[src/rtl/uart_tx_fifo_param.sv]
// UART transmitter with a small input FIFO, runtime parity/stop configuration and integer baud divisor.
// o_tx is registered one cycle behind the FSM, so a push into an idle block reaches the line two edges later.
module uart_tx_fifo_param #(
  parameter int BAUD_DIV   = 434,
  parameter int DATA_BITS  = 8,
  parameter int FIFO_DEPTH = 4
) (
  input  logic                          clk,
  input  logic                          rst,
  input  logic [DATA_BITS-1:0]          i_data,
  input  logic                          i_valid,
  output logic                          o_ready,
  input  logic [1:0]                    i_parity_mode,
  input  logic                          i_two_stop,
  output logic                          o_tx,
  output logic                          o_busy,
  output logic [$clog2(FIFO_DEPTH):0]   o_fifo_count
);

  localparam int AW = $clog2(FIFO_DEPTH);
  localparam int CW = AW + 1;
  localparam int BW = $clog2(BAUD_DIV);
  localparam int IW = $clog2(DATA_BITS);

  typedef enum logic [2:0] {IDLE, START, DATA, PARITY, STOP} state_t;

  logic [DATA_BITS-1:0] mem [FIFO_DEPTH];
  logic [AW-1:0]        wr_ptr;
  logic [AW-1:0]        rd_ptr;
  logic [CW-1:0]        count;
  logic [CW-1:0]        count_next;
  logic [DATA_BITS-1:0] head;

  state_t               state;
  logic [BW-1:0]        bcnt;
  logic [IW-1:0]        bidx;
  logic [DATA_BITS-1:0] shreg;
  logic                 par_bit;
  logic                 par_en;
  logic                 two_stop;
  logic                 stop_idx;

  logic push;
  logic pop;
  logic bit_end;
  logic fifo_empty;
  logic frame_done;
  logic tx_next;

  assign head         = mem[rd_ptr];
  assign fifo_empty   = (count == '0);
  assign bit_end      = (bcnt == BW'(BAUD_DIV - 1));
  assign frame_done   = (state == STOP) && bit_end && (stop_idx || !two_stop);
  assign push         = i_valid && o_ready;
  // The FSM takes the next character either from IDLE or straight out of the last stop bit.
  assign pop          = !fifo_empty && ((state == IDLE) || frame_done);
  assign o_fifo_count = count;

  always_comb begin
    count_next = count;
    case ({push, pop})
      2'b10:   count_next = count + CW'(1);
      2'b01:   count_next = count - CW'(1);
      default: count_next = count;
    endcase
  end

  always_comb begin
    tx_next = 1'b1;
    case (state)
      START:   tx_next = 1'b0;
      DATA:    tx_next = shreg[0];
      PARITY:  tx_next = par_bit;
      default: tx_next = 1'b1;
    endcase
  end

  always_ff @(posedge clk) begin
    if (push) mem[wr_ptr] <= i_data;
  end

  always_ff @(posedge clk) begin
    if (!rst) begin
      wr_ptr  <= '0;
      rd_ptr  <= '0;
      count   <= '0;
      o_ready <= 1'b1;
    end else begin
      if (push) wr_ptr <= wr_ptr + AW'(1);
      if (pop)  rd_ptr <= rd_ptr + AW'(1);
      count   <= count_next;
      o_ready <= (count_next != CW'(FIFO_DEPTH));
    end
  end

  always_ff @(posedge clk) begin
    if (!rst) begin
      state    <= IDLE;
      bcnt     <= '0;
      bidx     <= '0;
      shreg    <= '0;
      par_bit  <= 1'b0;
      par_en   <= 1'b0;
      two_stop <= 1'b0;
      stop_idx <= 1'b0;
      o_tx     <= 1'b1;
      o_busy   <= 1'b0;
    end else begin
      o_tx   <= tx_next;
      o_busy <= (state != IDLE) || !fifo_empty;

      if (state == IDLE || bit_end) bcnt <= '0;
      else                          bcnt <= bcnt + BW'(1);

      // Parity and stop configuration are captured with the character so mid-frame changes wait.
      if (pop) begin
        shreg    <= head;
        par_en   <= (i_parity_mode == 2'd1) || (i_parity_mode == 2'd2);
        par_bit  <= (i_parity_mode == 2'd2) ^ (^head);
        two_stop <= i_two_stop;
        stop_idx <= 1'b0;
        bidx     <= '0;
        state    <= START;
      end else begin
        case (state)
          START: begin
            if (bit_end) begin
              bidx  <= '0;
              state <= DATA;
            end
          end
          DATA: begin
            if (bit_end) begin
              shreg <= shreg >> 1;
              if (bidx == IW'(DATA_BITS - 1)) begin
                stop_idx <= 1'b0;
                state    <= par_en ? PARITY : STOP;
              end else begin
                bidx <= bidx + IW'(1);
              end
            end
          end
          PARITY: begin
            if (bit_end) begin
              stop_idx <= 1'b0;
              state    <= STOP;
            end
          end
          STOP: begin
            if (bit_end) begin
              if (two_stop && !stop_idx) stop_idx <= 1'b1;
              else                       state    <= IDLE;
            end
          end
          default: state <= IDLE;
        endcase
      end
    end
  end

endmodule

[config.mk]
export PLATFORM = sky130hd
export DESIGN_NAME = uart_tx_fifo_param
export DESIGN_NICKNAME = d
export VERILOG_FILES = /design/src/rtl/uart_tx_fifo_param.sv
export SDC_FILE = /design/constraint.sdc
export NUM_CORES = 1
export LEC_CHECK = 0
export ABC_AREA = 1
export BUFFER_PORTS_ARGS = -buffer_cell sky130_fd_sc_hd__buf_2
export CORE_AREA = 2 2 116 118
export DETAILED_ROUTE_END_ITERATION = 6
export DIE_AREA = 0 0 118 120
export SYNTH_ARGS = -nofsm -noshare
export SYNTH_HDL_FRONTEND = slang
export SYNTH_SLANG_ARGS = --single-unit
export TNS_END_PERCENT = 1
[constraint.sdc]
create_clock -name clk -period 2.85 [get_ports clk]
set_input_delay 0.57 -clock clk [delete_from_list [all_inputs] [get_ports clk]]
set_output_delay 0.57 -clock clk [all_outputs]
set_load 0.1 [all_outputs]
==> metrics.md, run 1 <==
| Metric | Value |
|---|---|
| CTS resizes | `0` |
| Total GRT Usage | `9.833%` |
| Number of H-tree levels | `3` |
| Clk_skew | `0.005873 ns` |
| Clk buf depth | `2` |
| Area grow syn2layout | `18.75%` |
| Asr flop ratio synth | `0%` |
| Core area | `0.01298 mm²` |
| DR vias/cell | `4.256` |
| Slew Limit Fails | `0` |
| Final setup viols | `0` |
| Crit share post-route | `87.01%` |
| WL/cell | `10.82 µm` |
| Critical Path Max Stage Delay | `0.38 ns` |
| First-pass GRT wire length | `11030 µm` |
| FF+latch count, synth | `71` |
| Worst VDD drop | `0.0003965 V` |
| DIE WIDTH | `118 µm` |
| Rel. slew slack | `42.73%` |
| Antenna violations before repair | `0` |
| Post-synthesis compound-gate area fraction | `9.126%` |
| Distinct cells, synth | `39` |
| Post-synthesis sequential area ratio | `53.15%` |
| Post-Synth Adder-Cell Area | `4.429%` |
| Placed Instances | `566` |
| Crit. End Element | `flip-flop` |
| Area contributors post-synth | `edfxtp_1 29%, dfxtp_1 24%, nand2_1 12%, nand3_1 5.3%, ha_1 3.8%` |
| Crit-path cells | `ha_1 -> nand4_1 -> inv_1 -> nand2_2 -> o21ai_2 -> nand2_2 -> clkinv_2 -> ha_1 -> inv_1 -> fa_1 -> o21ai_0 -> o21ai_0 -> a21oi_1 -> nand3_1` |
| Vias in the first global route | `2436` |
| Setup CP Type | `flip-flop to flip-flop` |
| Post-Syn Area per Cell | `8.715 µm²` |
| Worst-path clk slew | `0.05 ns` |
| Final setup margin | `0.3701 ns` |
| Final Cell Area | `0.003891 mm²` |
| Reg2Reg Setup Slack | `0.37 ns` |
| Initial Util | `25.25%` |
| Mux cell area share after synthesis | `0%` |
| Total global routing overflow | `0` |
| Sink Count | `71` |
| Critical path peak fanout | `15` |
| DR vias | `2477` |
| Crit-path slowest cell | `fa_1` |
| Final hold viol count | `0` |
| Largest family of logic cells by synthesized area | `simple AND/OR/NAND/NOR gates` |
| 1st-iter DRT viols | `132` |
| Total CTS buffers | `9` |
| Warnings from Yosys | `0` |
| Synth Area in XOR/XNOR | `0.8018%` |
| DRC viols | `0` |
| CTS root buf | `clkbuf_16` |
| HP Class | `input port to flip-flop` |
| Skew-Pair Late Insertion Delay | `0.33 ns` |
| Overall Power | `4.336 mW` |
| Outcome | `completed` |
| CP startpoint kind | `flip-flop` |
| Cts-stage hold buffer count | `0` |
| Setup repair after global routing missed its margin | `false` |
| Gpl congestion | `0.7950` |
| Post-synth EDFFs | `32` |
| Non-Filler Instances | `582` |
| Max-cap viol count | `0` |
| CP bufs+invs | `3` |
| Number of routed nets with antenna violations | `0` |
| DP Area | `0.003555 mm²` |
| DR pass1 iterations | `4` |
| Pre-CTS setup slack | `0.3678 ns` |
| Gate Count Post-Synth | `376` |
| DP HPWL | `4570 µm` |
| Die Y | `120 µm` |
| Die area | `0.01416 mm²` |
| N_diodes | `0` |
| Largest net degree at the start of global routing | `19` |
| Worst EP arrival | `2.69 ns` |
| Area leader, netlist | `edfxtp_1` |
| CTS tree | `built` |
| Post-Synth Simple-Gate Area | `25.09%` |
| Io pins | `20` |
| IO buf count | `19` |
| Fmax | `403.2 MHz` |
| Static Leakage | `1.580 nW` |
| Power Density | `1114 mW/mm²` |
| Worst Tran Pin Value | `0.8559 ns` |
| Share of cells above drive strength 1 | `16.50%` |
| Sum Neg Setup Slack | `0 ns` |
| Commonest register cell after synthesis | `dfxtp_1` |
| Critical Path RT | `3.06 ns` |
| Mapped Area | `0.003277 mm²` |
| Synth Net Count | `401` |
| Leading cell type by number of instances after synthesis | `nand2_1` |
| Top cell type's share of synthesized area | `29.32%` |
| Final WL | `6298 µm` |
| Row count | `42` |
| Commonest cells post-synth | `101 x nand2_1, 39 x dfxtp_1, 35 x nand3_1` |
| CP delay by family, top | `adder cells` |
| Nets | `426` |
| Postcts setup bufs | `0` |
| Minimum clock period | `2.480 ns` |
==> registers in the layout (all words and copies together) (netlist names), 2 cells and up, named ones only <==
| signal | count |
|---|---|
| rd_ptr | 2 |
| bcnt | 9 |
| bidx | 3 |
| mem | 32 |
| state | 3 |
| wr_ptr | 2 |
| shreg | 8 |
| o_fifo_count | 3 |
==> cells by family (layout without fill, tap and decap cells) <==
kind of cell             after synthesis  count (layout)
XOR/XNOR                               3               3
AO/OA/AOI/OAI                         50              50
buffers and inverters                 54              84
adder cells (fa/ha/maj)               11              11
flip-flops                            71              71
AND/OR/NAND/NOR                      187             187
==> power by group <==
group / internal (mW) / switching, mW
combinational: 0.497 / 1.18
clock: 0.847 / 0.405
sequential: 1.27 / 0.140
==> final cells by class <==
type	count	area, µm²
Fill cell	1396	9089
Clock inverter	7	111.4
Inverter	45	175.2
Sequential cell	71	1742
Timing Repair Buffer	23	125.1
Tap cell	176	220.2
Clock buffer	9	225.2
Multi-Input combinational cell	251	1292
==> final timing paths <==
path / start / endpoint / cells past startpoint
setup / recovery: bcnt[0] / o_ready / 14
hold / removal: i_data[7] / mem[1][7] / 1
setup reg to reg: bcnt[0] / o_ready / 14
hold reg to reg: bcnt[0] / bcnt[0] / 1
==> stage by stage <==
step	util (%)	hold WS, ns
after detailed placement	27.39	0.4644
final	29.98	0.4514
after floorplan	-	0.4334
after global placement	27.39	0.4486
after global routing	29.98	0.4497
after CTS	29.98	0.4354
==> per-layer routing <==
layer	up-vias	share of wire, %	global-route usage, %
met1	1137	45	11.16
met3	11	4.7	3.137
li1	1291	-	-
met4	0	2.1	4.518
met2	38	48	16.86
met5	-	0	0
==> cells in the final DEF, fill, tap and decap left out, types with 2 or more instances in the layout <==
cell type	Yosys	layout
nand3_1	35	35
buf_2	3	19
bufinv_16	0	3
nand2_1	101	101
buf_4	0	4
inv_1	32	32
clkinv_1	3	4
a21oi_1	23	23
nand2_2	7	7
inv_2	8	8
nor3b_1	3	3
dfxtp_1	39	39
nor2_2	3	3
clkinv_2	1	3
edfxtp_1	32	32
nor3_1	6	6
a31oi_1	2	2
a22oi_1	3	3
o21ai_0	5	5
nor2_1	26	26
xnor2_1	3	3
nor2_4	2	2
ha_1	10	10
a31oi_2	2	2
clkbuf_16	0	9
o21ai_1	7	7
o21ai_2	2	2
==> worst register-to-register path, delay by kind of cell, from the launching register on <==
kind                     cells  cell delay (ns)
AO/OA/AOI/OAI                4             0.62
adder cells (fa/ha/maj)      3             0.67
buffers and inverters        3             0.24
flip-flops                   1             0.37
AND/OR/NAND/NOR              4             0.46
(Power assumes the default switching activity.)
==> inputs of run 2 (changes only) <==
- REMOVE_ABC_BUFFERS: default -> 1
==> run 2 against run 1 <==
Design area shrank 1.1%; critical path depth did not move; utilization is 0.32 points lower; flip-flop and latch count is the same; global-route usage fell by 0.17 points; die area unchanged; critical path type unchanged; largest power group unchanged.
==> metrics.md, run 2 (synthesis results as in run 1) <==
| Metric | Value |
|---|---|
| First-pass GRT wire length | `10860 µm` |
| DR vias/cell | `4.306` |
| Most frequent cells in the layout | `101 x nand2_1, 39 x dfxtp_1, 35 x nand3_1` |
| Max-cap viol count | `0` |
| DIE WIDTH | `118 µm` |
| Final setup viols | `0` |
| Psw | `1.737 mW` |
| HP Class | `input port to flip-flop` |
| Total GRT Usage | `9.662%` |
| Clk buf depth | `2` |
| Sink Count | `71` |
| Core area | `0.01298 mm²` |
| Number of routed nets with antenna violations | `0` |
| CP startpoint kind | `flip-flop` |
| Die area | `0.01416 mm²` |
| WL/cell | `10.97 µm` |
| Top Metal Used | `met4` |
| CTS root buf | `clkbuf_16` |
| Clk_skew | `0.009880 ns` |
| Total global routing overflow | `0` |
| Clock power frac | `24.6%` |
| CTS resizes | `0` |
| Final WL | `6420 µm` |
| Gpl congestion | `0.7448` |
| Slew Limit Fails | `0` |
| P_int | `2.399 mW` |
| Io pins | `20` |
| Max reg flops | `32` |
| Total CTS buffers | `9` |
| Nets | `429` |
| Postcts setup bufs | `0` |
| Biggest register | `mem` |
| Final hold viol count | `0` |
| Routed length on met2 | `3080 µm` |
| Largest net degree at the start of global routing | `19` |
| Initial Util | `25.25%` |
| Skew-Pair Late Insertion Delay | `0.33 ns` |
| Met3 Wirelength | `298 µm` |
| IO buf count | `19` |
| Number of H-tree levels | `3` |
| Comb pwr share | `42.1%` |
| Vias in the first global route | `2412` |
| Area grow syn2layout | `17.49%` |
| Commonest non-fill, non-tap cell in the layout | `nand2_1` |
| Post-Route M1 WL | `2940 µm` |
| DRC viols | `0` |
| Setup repair after global routing missed its margin | `false` |
| DP HPWL | `4477 µm` |
| Fmax | `401.0 MHz` |
| Worst-path clk slew | `0.06 ns` |
| Reg2Reg Setup Slack | `0.36 ns` |
| Row count | `42` |
| Power Density | `1074 mW/mm²` |
| Sum Neg Setup Slack | `0 ns` |
| Static Leakage | `1.569 nW` |
| Share of cells above drive strength 1 | `17.11%` |
| Rel. slew slack | `66.04%` |
| Minimum clock period | `2.494 ns` |
| DR pass1 iterations | `4` |
| Setup CP Type | `flip-flop to flip-flop` |
| DR vias | `2519` |
| Net Sw Frac | `42.00%` |
| DP Area | `0.003577 mm²` |
| Worst EP arrival | `2.71 ns` |
| Worst Tran Pin Value | `0.5056 ns` |
| Top flop regs | `mem: 32 flops, bcnt: 9 flops, shreg: 8 flops` |
| Crit. End Element | `flip-flop` |
| Cts-stage hold buffer count | `0` |
| 1st-iter DRT viols | `88` |
| Outcome | `completed` |
| Antenna violations before repair | `0` |
| Register share of total power | `33.3%` |
| Worst VDD drop | `0.0003662 V` |
| Overall Power | `4.136 mW` |
| Die Y | `120 µm` |
| CTS tree | `built` |
| Critical path peak fanout | `15` |
| Critical Path RT | `3.06 ns` |
| Final Cell Area | `0.003850 mm²` |
| Crit share post-route | `87.49%` |
| N_diodes | `0` |
## run 2: metal layers
layer | vias to the layer above | global-route usage [%]
met5 | - | 0
met4 | 0 | 4.443
met3 | 11 | 3.470
met2 | 39 | 16.32
met1 | 1168 | 10.93
li1 | 1301 | -
## run 2: cell type report
| cell class | count | area, µm² |
|---|---|---|
| Timing Repair Buffer | 26 | 147.6 |
| Clock buffer | 12 | 250.2 |
| Fill cell | 1369 | 9130 |
| Inverter | 45 | 175.2 |
| Tap cell | 176 | 220.2 |
| Clock inverter | 4 | 22.52 |
| Multi-Input combinational cell | 251 | 1292 |
| Sequential cell | 71 | 1742 |
## run 2: final timing paths
| check | start | cells after the start | to |
|---|---|---|---|
| setup / recovery | bcnt[0] | 14 | o_ready |
| hold / removal | i_data[1] | 1 | mem[3][1] |
| setup reg to reg | bcnt[0] | 14 | o_ready |
| hold reg to reg | rd_ptr[1] | 2 | flip-flop |
## run 2: through the flow
stage / std cells / hold slack, ns / utilization, % / setup slack [ns]
2_1_floorplan: 367 / 0.4334 / - / 0.1116
3_3_place_gp: 569 / 0.4478 / 27.56 / 0.4533
3_5_place_dp: 569 / 0.4650 / 27.56 / 0.3611
4_1_cts: 585 / 0.4391 / 29.66 / 0.3503
5_1_grt: 585 / 0.4423 / 29.66 / 0.05324
6_report: 585 / 0.4548 / 29.66 / 0.3564
## run 2: power by group through the flow
stage	clock network, mW	logic [mW]	registers (mW)
after floorplan	0	1.11	1.64
after global placement	0	1.70	1.39
after detailed placement	0	1.75	1.39
after CTS	1.04	1.76	1.37
after global routing	1.09	1.99	1.40
final	1.02	1.74	1.38
## run 2: critical path: stages (launching register included)
cell	delay (ns)
dfxtp_1	0.38
ha_1	0.17
nand4_1	0.09
inv_1	0.07
nand2_2	0.10
o21ai_2	0.14
nand2_2	0.19
clkinv_2	0.09
ha_1	0.14
inv_1	0.07
fa_1	0.38
o21ai_0	0.22
o21ai_0	0.11
a21oi_1	0.16
nand3_1	0.08
